--- config.mk ---
export PLATFORM = sky130hd
export DESIGN_NAME = zeroheti_apb_timer_flat
export DESIGN_NICKNAME = d
export VERILOG_FILES = /design/src/rtl/zeroheti_pkg.sv /design/src/rtl/apb_if.sv /design/src/rtl/zeroheti_timer_channel.sv /design/src/rtl/zeroheti_apb_timer.sv /design/src/flat_wrapper.sv
export SDC_FILE = /design/constraint.sdc
export NUM_CORES = 1
export LEC_CHECK = 0
export CAP_MARGIN = 10
export CORE_AREA = 2 2 147 149
export CTS_CLUSTER_SIZE = 20
export DETAILED_ROUTE_END_ITERATION = 10
export DIE_AREA = 0 0 149 151
export PLACE_DENSITY = 0.65
export SETUP_SLACK_MARGIN = 0.15
export SLEW_MARGIN = 0
export SYNTH_ARGS = -nofsm -noshare
export SYNTH_HDL_FRONTEND = slang
export SYNTH_HIERARCHICAL = 1
export SYNTH_SLANG_ARGS = --single-unit
--- constraint.sdc ---
create_clock -name clk_i -period 4.5 [get_ports clk_i]
set_clock_uncertainty 0.2 [all_clocks]
set_input_delay 0.675 -clock clk_i [delete_from_list [all_inputs] [get_ports clk_i]]
set_output_delay 0.675 -clock clk_i [all_outputs]
set_load 0.1 [all_outputs]
--- src/rtl/zeroheti_pkg.sv ---
// Shared register map, CTRL layout and register-read helpers for the ZeroHeti APB timer group.
package zeroheti_pkg;

  localparam logic [3:0]  CTRL_OFFSET   = 4'h0;
  localparam logic [3:0]  COUNT_OFFSET  = 4'h4;
  localparam logic [3:0]  CMP_OFFSET    = 4'h8;
  localparam logic [3:0]  STATUS_OFFSET = 4'hC;
  localparam logic [31:0] CMP_RESET     = 32'hFFFF_FFFF;

  typedef struct packed {
    logic [7:0] presc;
    logic       ie;
    logic       autoreload;
    logic       en;
  } ctrl_t;

  function automatic logic [31:0] ctrl_to_word(input ctrl_t ctrl);
    return {16'h0000, ctrl.presc, 5'b00000, ctrl.ie, ctrl.autoreload, ctrl.en};
  endfunction

  function automatic logic [31:0] channel_read(
    input logic [3:0]  off,
    input ctrl_t       ctrl,
    input logic [31:0] count,
    input logic [31:0] cmp,
    input logic        pending
  );
    logic [31:0] word;
    case (off)
      CTRL_OFFSET:   word = ctrl_to_word(ctrl);
      COUNT_OFFSET:  word = count;
      CMP_OFFSET:    word = cmp;
      STATUS_OFFSET: word = {31'd0, pending};
      default:       word = 32'h0000_0000;
    endcase
    return word;
  endfunction

endpackage

--- src/rtl/apb_if.sv ---
// 32-bit APB bus bundle; the timer group attaches through the Slave modport.
interface APB;
  logic [31:0] paddr;
  logic        psel;
  logic        penable;
  logic        pwrite;
  logic [31:0] pwdata;
  logic [31:0] prdata;
  logic        pready;
  logic        pslverr;

  modport Slave (
    input  paddr, psel, penable, pwrite, pwdata,
    output prdata, pready, pslverr
  );

  modport Master (
    output paddr, psel, penable, pwrite, pwdata,
    input  prdata, pready, pslverr
  );
endinterface

--- src/rtl/zeroheti_timer_channel.sv ---
// One timer channel: prescaler (only with ZEROHETI_TG_PRESCALER_EN), 32-bit up-counter,
// compare match and a write-1-to-clear pending flag driving a level interrupt.
module zeroheti_timer_channel
  import zeroheti_pkg::*;
(
  input  logic        clk_i,
  input  logic        rst_ni,
  input  logic        ctrl_we,
  input  logic        count_we,
  input  logic        cmp_we,
  input  logic        status_we,
  input  logic [31:0] wdata,
  output ctrl_t       ctrl,
  output logic [31:0] count,
  output logic [31:0] cmp,
  output logic        pending,
  output logic        irq
);

  logic        en_r;
  logic        autoreload_r;
  logic        ie_r;
  logic        pending_r;
  logic [31:0] count_r;
  logic [31:0] cmp_r;
  logic        tick_s;
  logic        match_s;

  // Control bits
  always_ff @(posedge clk_i or negedge rst_ni) begin
    if (!rst_ni) begin
      en_r         <= 1'b0;
      autoreload_r <= 1'b0;
      ie_r         <= 1'b0;
    end else if (ctrl_we) begin
      en_r         <= wdata[0];
      autoreload_r <= wdata[1];
      ie_r         <= wdata[2];
    end
  end

`ifdef ZEROHETI_TG_PRESCALER_EN
  logic [7:0] presc_r;
  logic [7:0] presc_cnt_r;

  // Prescale divisor
  always_ff @(posedge clk_i or negedge rst_ni) begin
    if (!rst_ni) begin
      presc_r <= 8'h00;
    end else if (ctrl_we) begin
      presc_r <= wdata[15:8];
    end
  end

  // Prescale counter: restarts only when the channel is switched off, never on other CTRL writes
  always_ff @(posedge clk_i or negedge rst_ni) begin
    if (!rst_ni) begin
      presc_cnt_r <= 8'h00;
    end else if (ctrl_we && en_r && !wdata[0]) begin
      presc_cnt_r <= 8'h00;
    end else if (!en_r || tick_s) begin
      presc_cnt_r <= 8'h00;
    end else begin
      presc_cnt_r <= presc_cnt_r + 8'd1;
    end
  end

  assign tick_s = en_r && (presc_cnt_r == presc_r);
  assign ctrl   = '{presc: presc_r, ie: ie_r, autoreload: autoreload_r, en: en_r};
`else
  assign tick_s = en_r;
  assign ctrl   = '{presc: 8'h00, ie: ie_r, autoreload: autoreload_r, en: en_r};
`endif

  assign match_s = (count_r == cmp_r);

  // Counter: a bus write beats the tick in the same cycle
  always_ff @(posedge clk_i or negedge rst_ni) begin
    if (!rst_ni) begin
      count_r <= 32'h0000_0000;
    end else if (count_we) begin
      count_r <= wdata;
    end else if (tick_s) begin
      count_r <= (match_s && autoreload_r) ? 32'h0000_0000 : count_r + 32'd1;
    end
  end

  // Compare value
  always_ff @(posedge clk_i or negedge rst_ni) begin
    if (!rst_ni) begin
      cmp_r <= CMP_RESET;
    end else if (cmp_we) begin
      cmp_r <= wdata;
    end
  end

  // Pending flag: a match in the same cycle as a W1C keeps it set
  always_ff @(posedge clk_i or negedge rst_ni) begin
    if (!rst_ni) begin
      pending_r <= 1'b0;
    end else if (tick_s && match_s) begin
      pending_r <= 1'b1;
    end else if (status_we && wdata[0]) begin
      pending_r <= 1'b0;
    end
  end

  assign count   = count_r;
  assign cmp     = cmp_r;
  assign pending = pending_r;
  assign irq     = pending_r & ie_r;

endmodule

--- src/rtl/zeroheti_apb_timer.sv ---
// APB timer group: NumTimers channels in 16-byte windows, zero-wait-state access.
// Optional prescaler per channel is built only with ZEROHETI_TG_PRESCALER_EN defined.
module zeroheti_apb_timer
  import zeroheti_pkg::*;
#(
  parameter int unsigned NumTimers = 2
) (
  input  logic                 clk_i,
  input  logic                 rst_ni,
  APB.Slave                    apb_sbr,
  output logic [NumTimers-1:0] irq_o
);

  logic [2:0]                  ch_idx_s;
  logic [3:0]                  reg_off_s;
  logic                        ch_valid_s;
  logic                        access_s;
  logic                        wr_en_s;
  logic [31:0]                 rdata_s;
  logic [NumTimers-1:0][31:0]  ch_rdata_s;
  logic                        unused_addr_s;

  // Bits above the channel windows and the byte offset within a word are don't-care
  assign ch_idx_s      = apb_sbr.paddr[6:4];
  assign reg_off_s     = {apb_sbr.paddr[3:2], 2'b00};
  assign unused_addr_s = ^{apb_sbr.paddr[31:7], apb_sbr.paddr[1:0]};
  assign ch_valid_s    = ({29'd0, ch_idx_s} < NumTimers);
  assign access_s      = apb_sbr.psel && apb_sbr.penable;
  assign wr_en_s       = access_s && apb_sbr.pwrite && ch_valid_s;

  for (genvar i = 0; i < NumTimers; i++) begin : g_ch
    logic        sel_s;
    ctrl_t       ctrl_s;
    logic [31:0] count_s;
    logic [31:0] cmp_s;
    logic        pending_s;

    assign sel_s = wr_en_s && (ch_idx_s == 3'(i));

    zeroheti_timer_channel u_ch (
      .clk_i     (clk_i),
      .rst_ni    (rst_ni),
      .ctrl_we   (sel_s && (reg_off_s == CTRL_OFFSET)),
      .count_we  (sel_s && (reg_off_s == COUNT_OFFSET)),
      .cmp_we    (sel_s && (reg_off_s == CMP_OFFSET)),
      .status_we (sel_s && (reg_off_s == STATUS_OFFSET)),
      .wdata     (apb_sbr.pwdata),
      .ctrl      (ctrl_s),
      .count     (count_s),
      .cmp       (cmp_s),
      .pending   (pending_s),
      .irq       (irq_o[i])
    );

    assign ch_rdata_s[i] = channel_read(reg_off_s, ctrl_s, count_s, cmp_s, pending_s);
  end

  // Read mux: OR of the selected channel's word
  always_comb begin
    rdata_s = 32'h0000_0000;
    for (int unsigned i = 0; i < NumTimers; i++) begin
      rdata_s = rdata_s | ((ch_idx_s == 3'(i)) ? ch_rdata_s[i] : 32'h0000_0000);
    end
  end

  assign apb_sbr.prdata  = (apb_sbr.psel && ch_valid_s) ? rdata_s : 32'h0000_0000;
  assign apb_sbr.pready  = 1'b1;
  assign apb_sbr.pslverr = access_s && !ch_valid_s;

endmodule

--- src/flat_wrapper.sv ---
// flat-port wrapper written by rule: the top's interface ports become plain ports
module zeroheti_apb_timer_flat import zeroheti_pkg::*;
#(
  parameter int unsigned NumTimers = 2
)
  (clk_i, rst_ni, irq_o, apb_sbr_paddr, apb_sbr_psel, apb_sbr_penable, apb_sbr_pwrite, apb_sbr_pwdata, apb_sbr_prdata, apb_sbr_pready, apb_sbr_pslverr);
  APB apb_sbr_i ();
  input  logic clk_i;
  input  logic rst_ni;
  output logic [NumTimers-1:0] irq_o;
  input wire logic [$bits(apb_sbr_i.paddr)-1:0] apb_sbr_paddr;
  input wire logic [$bits(apb_sbr_i.psel)-1:0] apb_sbr_psel;
  input wire logic [$bits(apb_sbr_i.penable)-1:0] apb_sbr_penable;
  input wire logic [$bits(apb_sbr_i.pwrite)-1:0] apb_sbr_pwrite;
  input wire logic [$bits(apb_sbr_i.pwdata)-1:0] apb_sbr_pwdata;
  output wire logic [$bits(apb_sbr_i.prdata)-1:0] apb_sbr_prdata;
  output wire logic [$bits(apb_sbr_i.pready)-1:0] apb_sbr_pready;
  output wire logic [$bits(apb_sbr_i.pslverr)-1:0] apb_sbr_pslverr;
  assign apb_sbr_i.paddr = apb_sbr_paddr;
  assign apb_sbr_i.psel = apb_sbr_psel;
  assign apb_sbr_i.penable = apb_sbr_penable;
  assign apb_sbr_i.pwrite = apb_sbr_pwrite;
  assign apb_sbr_i.pwdata = apb_sbr_pwdata;
  assign apb_sbr_prdata = apb_sbr_i.prdata;
  assign apb_sbr_pready = apb_sbr_i.pready;
  assign apb_sbr_pslverr = apb_sbr_i.pslverr;
  zeroheti_apb_timer #(.NumTimers(NumTimers)) u_core (.clk_i(clk_i), .rst_ni(rst_ni), .apb_sbr(apb_sbr_i), .irq_o(irq_o));
endmodule
; Yosys cells after proc, flatten, opt, wreduce, memory -nomap -nowiden
; Index checks and enable logic that the tools add are counted.
[word_totals]
memories = 0
in_bits = 69
mem_bits_ro = 0
register_bits = 136
output_inout_bits = 36
ram_bits = 0
latchBits = 0
elab_cells = 67
[classes]
n_lt_le_gt_ge = 1
n_addsub = 2
multipliers = 0
reduce_logical = 28
shift = 0
n_mux = 15
n_bitwise = 3
eq_ne = 6
div = 0
[op_table]
columns = cell, n
row1 = $mux W32, 9
row2 = $pmux W32 S4, 2
row3 = $add A32 B1 Y32 const B, 2
row4 = $eq A32 B32 Y1, 2
row5 = $or A32 B32 Y32, 1
row6 = $logic_and A1 B1 Y1, 21
row7 = $reduce_bool A2 Y1, 4
row8 = $eq A2 B2 Y1 const B, 2
row9 = $logic_not A4 Y1, 1
row10 = $mux W1, 4
row11 = $eq A3 B1 Y1 const B, 1
row12 = $logic_not A3 Y1, 1
row13 = $lt A3 B2 Y1 const B, 1
row14 = $and A1 B1 Y1, 2
row15 = $eq A2 B1 Y1 const B, 1
row16 = $logic_not A1 Y1, 1

; Longest topological paths before layout
[logic_depth]
depth_word = 8
mapped_depth = 10
depth_no_buf = 8

; Hierarchy
; The synthesis kept the hierarchy.
[modules_own_cells]
columns = module, seq_area_each_um2, area_per_inst_um2, instances, cells_per_inst
row1 = zeroheti_timer_channel at u_core.g_ch[0].u_ch, 1741.7, 3911.3, 1, 383
row2 = zeroheti_timer_channel at u_core.g_ch[1].u_ch, 1741.7, 3873.7, 1, 365
row3 = zeroheti_apb_timer, 0.0, 1465.2, 1, 224

; Least setup slack after synthesis
; Ideal clock, no wire load.
[synth_timing]
path_kind = input to output
startpoint = input apb_sbr_paddr[5]
endpoint = output apb_sbr_prdata[21]
n_path_buf = 1
t_arrival_ns = 2.669
stages = 5
slack_ns = 0.956
t_required_ns = 3.625
path_cell_list = nor2_1 -> nand2_1 -> clkbuf_1 -> o22a_1 -> nor2_1
[synth_via]
elab_chain_len = 4
word_cells_on_any_way = 8
cone_classes = order compare (1) / eq/ne (1) / mux (3) / bitwise (1) / reduce/logical (2)
[synth_lines]
columns = element, line
row1 = "start, declared", flat_wrapper.sv:11  ; input wire logic [$bits(apb_sbr_i.paddr)-1:0] apb_sbr_paddr;
row2 = $eq A3 B1 Y1 / $logic_not A3 Y1 (equally long branches), zeroheti_apb_timer.sv:62  ; rdata_s = rdata_s | ((ch_idx_s == 3'(i)) ? ch_rdata_s[i] : 32'h0000_0000);
row3 = $mux W32, zeroheti_apb_timer.sv:62
row4 = $or A32 B32 Y32, zeroheti_apb_timer.sv:62
row5 = $mux W32 *, zeroheti_apb_timer.sv:66  ; assign apb_sbr.prdata = (apb_sbr.psel && ch_valid_s) ? rdata_s : 32'h0000_0000;
row6 = "end, declared", flat_wrapper.sv:16  ; output wire logic [$bits(apb_sbr_i.prdata)-1:0] apb_sbr_prdata;
; Every way passes the cells marked *; elsewhere a longest branch is shown, timed or not.

; Final worst setup path
[layout_timing]
startpoint = input apb_sbr_paddr[5]
endpoint = output apb_sbr_prdata[6]
; Same word-level chain as after synthesis.

==> impl_results.md <==
- Status: completed
- Critical path fanouts, max: 21
- Gate power share: 0.228
- Cell count along the critical path: 6
- Worst R2R Setup Slack: ~1400 ps
- Setup Viol. Count Final: 0
- RR Endpoint: u_core/g_ch[0].u_ch/count[23]
- Layout area overhead: 19.51%
- Synth async-reset ratio: 1.000
- Worst hold slack: 147.7 ps
- Cell-internal power: 2.887 mW
- Critical Path AT: approximately 2900 ps
- Core area: 0.02082 sq mm
- Sw frac: 0.3393
- CTS resizes: 0
- Setup ws final: 760.0 ps
- CTS H-tree depth: 4
- Clock power frac: 0.358
- Fill cells: roughly 1900
- Placed cell count: 1263
- # rows: 53
- Vias in the first global route: between 7000 and 8000
- Setup TNS: 0 ps
- Fin crit share: 0.8311
- WL/cell: 21.75 um
- Crit path kind: in2out
- M1 wire length: about 13000 um
- Reg2reg start: u_core/g_ch[0].u_ch/count[12]
- RSZ-0062 raised after global routing: no
- Clk buf depth: 2
- Ys flop type: dfrtp_1
- Critical Path Source Type: input port
- Power Dens Cells: 395.2 mW/mm^2
- Clock latency on the worst-skew pair: 440 ps
- Crit path largest cell delay: 540 ps
- Syn_area_per_cell: around 9.5 sq um
- Synth cell types: 62
- Sequential share of power: 0.414
- NetSw: 1.483 mW
- HP Class: in2async
- Post-layout min period: 3740 ps
- # hold bufs at CTS: 0
- Tot GR Track Use: 0.2552
- Critical Path Most Common Cell: nor2_1
- Place WS: roughly 780 ps
- DP HPWL: 19960 um
- Initial Util: 0.4442
- Post-Route WL: approximately 28000 um
- Synth warn: 6
- TritonCTS buffer count: 17
- Worst-path clk slew: 60 ps
- Total die area: 0.02250 sq mm
- Largest vdd supply drop: 293.5 uV
- Met2 routed WL: about 13000 um
- 1st-pass router iterations: 4
- Postcts setup bufs: 0
- Met3 wire length: 1257 um
- Post-Layout Cell Count: 1295
- Leakage: 4.034 nW
- DRC Markers: 0
- Slowest cell on crit path: nand2_1
- Share of cells above drive strength 1: 0.2480
- Uppermost layer routed: met4
- CP Capture Type: output pin
- Clock root cell: clkbuf_16
- Vias per cell: 5.973
- Final hold vios: 0
- Nets: approximately 1100
- Post-synthesis register bit count: about 140
- Final ANT Viol Nets: 0
- DIE HEIGHT: 151 um
- Worst slew pin tran: approximately 1000 ps
- Fmax: 267.4 MHz
- # diodes: 0
- CP top delay family: simple AND/OR/NAND/NOR gates
- Placer Congestion: 0.8627
- Crit path buf inv count: 2
- CP Cell Sequence: clkdlybuf4s50_1, nor2_1, nand2_1, o22a_1, nor2_1, buf_12
- Total gr overflow: 0
- Most frequent cells in the layout: 72 x nand2_1, 72 x dfrtp_1, 68 x mux2_2, 64 x dfstp_2, 59 x xor2_1
- Cell Area, Synth: approximately 0.0093 sq mm
- CTS Sinks: 136
- Slew HR: 0.3497
- Seq/Total Area, Yosys: 0.3766
- Initial antenna violation count: 0
- Pin count of the biggest net entering global routing: 100
- Max-cap violations: 0
- DRT iter0 DRCs: a little under 800
- CTS tree: yes
- FF-to-FF path depth: 7
- Required time of the critical path: 3620 ps
- Final core occ: 0.5309
- Die extent in x: 149 um
- Port Buf Inserts: between 70 and 80
- I/O pin total: 105
- EDFF count, synth: 0
- Mapped Cells: 972
- Final slew viol count: 0
- Global-route wire length before repair: 42990 um
- Vias: 7735
## state kept, by name, indices dropped and copies added (netlist names)
signal / count
u_core/g_ch.u_ch/count: 64
u_core/g_ch.u_ch/pending: 2
u_core/g_ch.u_ch/en_r: 2
u_core/g_ch.u_ch/cmp: 64
u_core/g_ch.u_ch/autoreload_r: 2
u_core/g_ch.u_ch/ie_r: 2
## worst max path at each step
stage                startpoint                      endpoint
2_1_floorplan  apb_sbr_paddr[5]            apb_sbr_prdata[21]
3_3_place_gp   apb_sbr_paddr[5]             apb_sbr_prdata[4]
3_5_place_dp   apb_sbr_paddr[5]  u_core/g_ch[1].u_ch/count[9]
4_1_cts        apb_sbr_paddr[5]             apb_sbr_prdata[6]
5_1_grt        apb_sbr_paddr[5]             apb_sbr_prdata[6]
6_report       apb_sbr_paddr[5]             apb_sbr_prdata[6]
## per-layer routing
| metal | vias up | global-route usage |
|---|---|---|
| met1 | 3867 | 0.3524 |
| li1 | 3573 | - |
| met3 | 45 | 0.03795 |
| met2 | 250 | 0.4058 |
| met4 | 0 | 0.09905 |
| met5 | - | 0 |
## final cells by class
type	count	area [sq um]	area share
Inverter	22	82.58	0.007470
Multi-Input combinational cell	734	5270	0.4767
Clock buffer	17	425.4	0.03848
Tap cell	275	344.1	0.03113
Clock inverter	15	224.0	0.02026
Sequential cell	136	3483	0.3151
Timing Repair Buffer	96	1225	0.1108
## metrics by stage
stage          instance area (sq um)  power, mW
2_1_floorplan                   9303      2.467
3_3_place_gp                   10410      2.774
4_1_cts                        11050      4.368
5_1_grt                        11050      4.565
3_5_place_dp                   10410      2.799
6_report                       11050      4.369
## cell families (layout without fill, tap and decap cells)
family	Yosys count	count (layout)	synth area share
xor gates and xnor gates	101	101	0.09563
DFF	136	136	0.3766
other	3	17	0.001217
buffers and inverters	116	150	0.06317
muxes	95	95	0.1147
adders and majority gates	2	2	0.002705
and+or+nand+nor	324	324	0.1955
AOI/OAI and AO/OA	195	195	0.1505
## power by group through the flow
stage	Clock [mW]	Sequential [mW]	Combinational [mW]
6_report	1.57	1.81	0.996
5_1_grt	1.64	1.84	1.08
4_1_cts	1.58	1.80	0.987
3_5_place_dp	0	1.82	0.980
3_3_place_gp	0	1.81	0.964
2_1_floorplan	0	1.68	0.788
## cells in the mapped netlist, types with 6 or more instances
library cell,number,area share
a21oi_1,23,0.012
a22oi_1,54,0.044
a32oi_1,7,0.0066
and2_1,8,0.0054
and3_1,14,0.0095
buf_1,6,0.0024
buf_2,25,0.014
buf_4,25,0.020
clkbuf_1,34,0.014
dfrtp_1,72,0.19
dfstp_2,64,0.18
inv_1,20,0.0081
mux2_2,68,0.083
mux2i_1,25,0.027
nand2_1,72,0.029
nand2b_1,6,0.0041
nand3_1,32,0.017
nand3b_1,23,0.019
nand4_1,35,0.024
nor2_1,62,0.025
nor2b_1,10,0.0068
nor3_1,20,0.011
nor4_1,11,0.0074
o21ai_0,15,0.0081
o21ai_1,14,0.0076
o22a_1,21,0.020
o31ai_1,39,0.032
xnor2_1,42,0.040
xor2_1,59,0.056
Power figures use the tool's default switching activity.
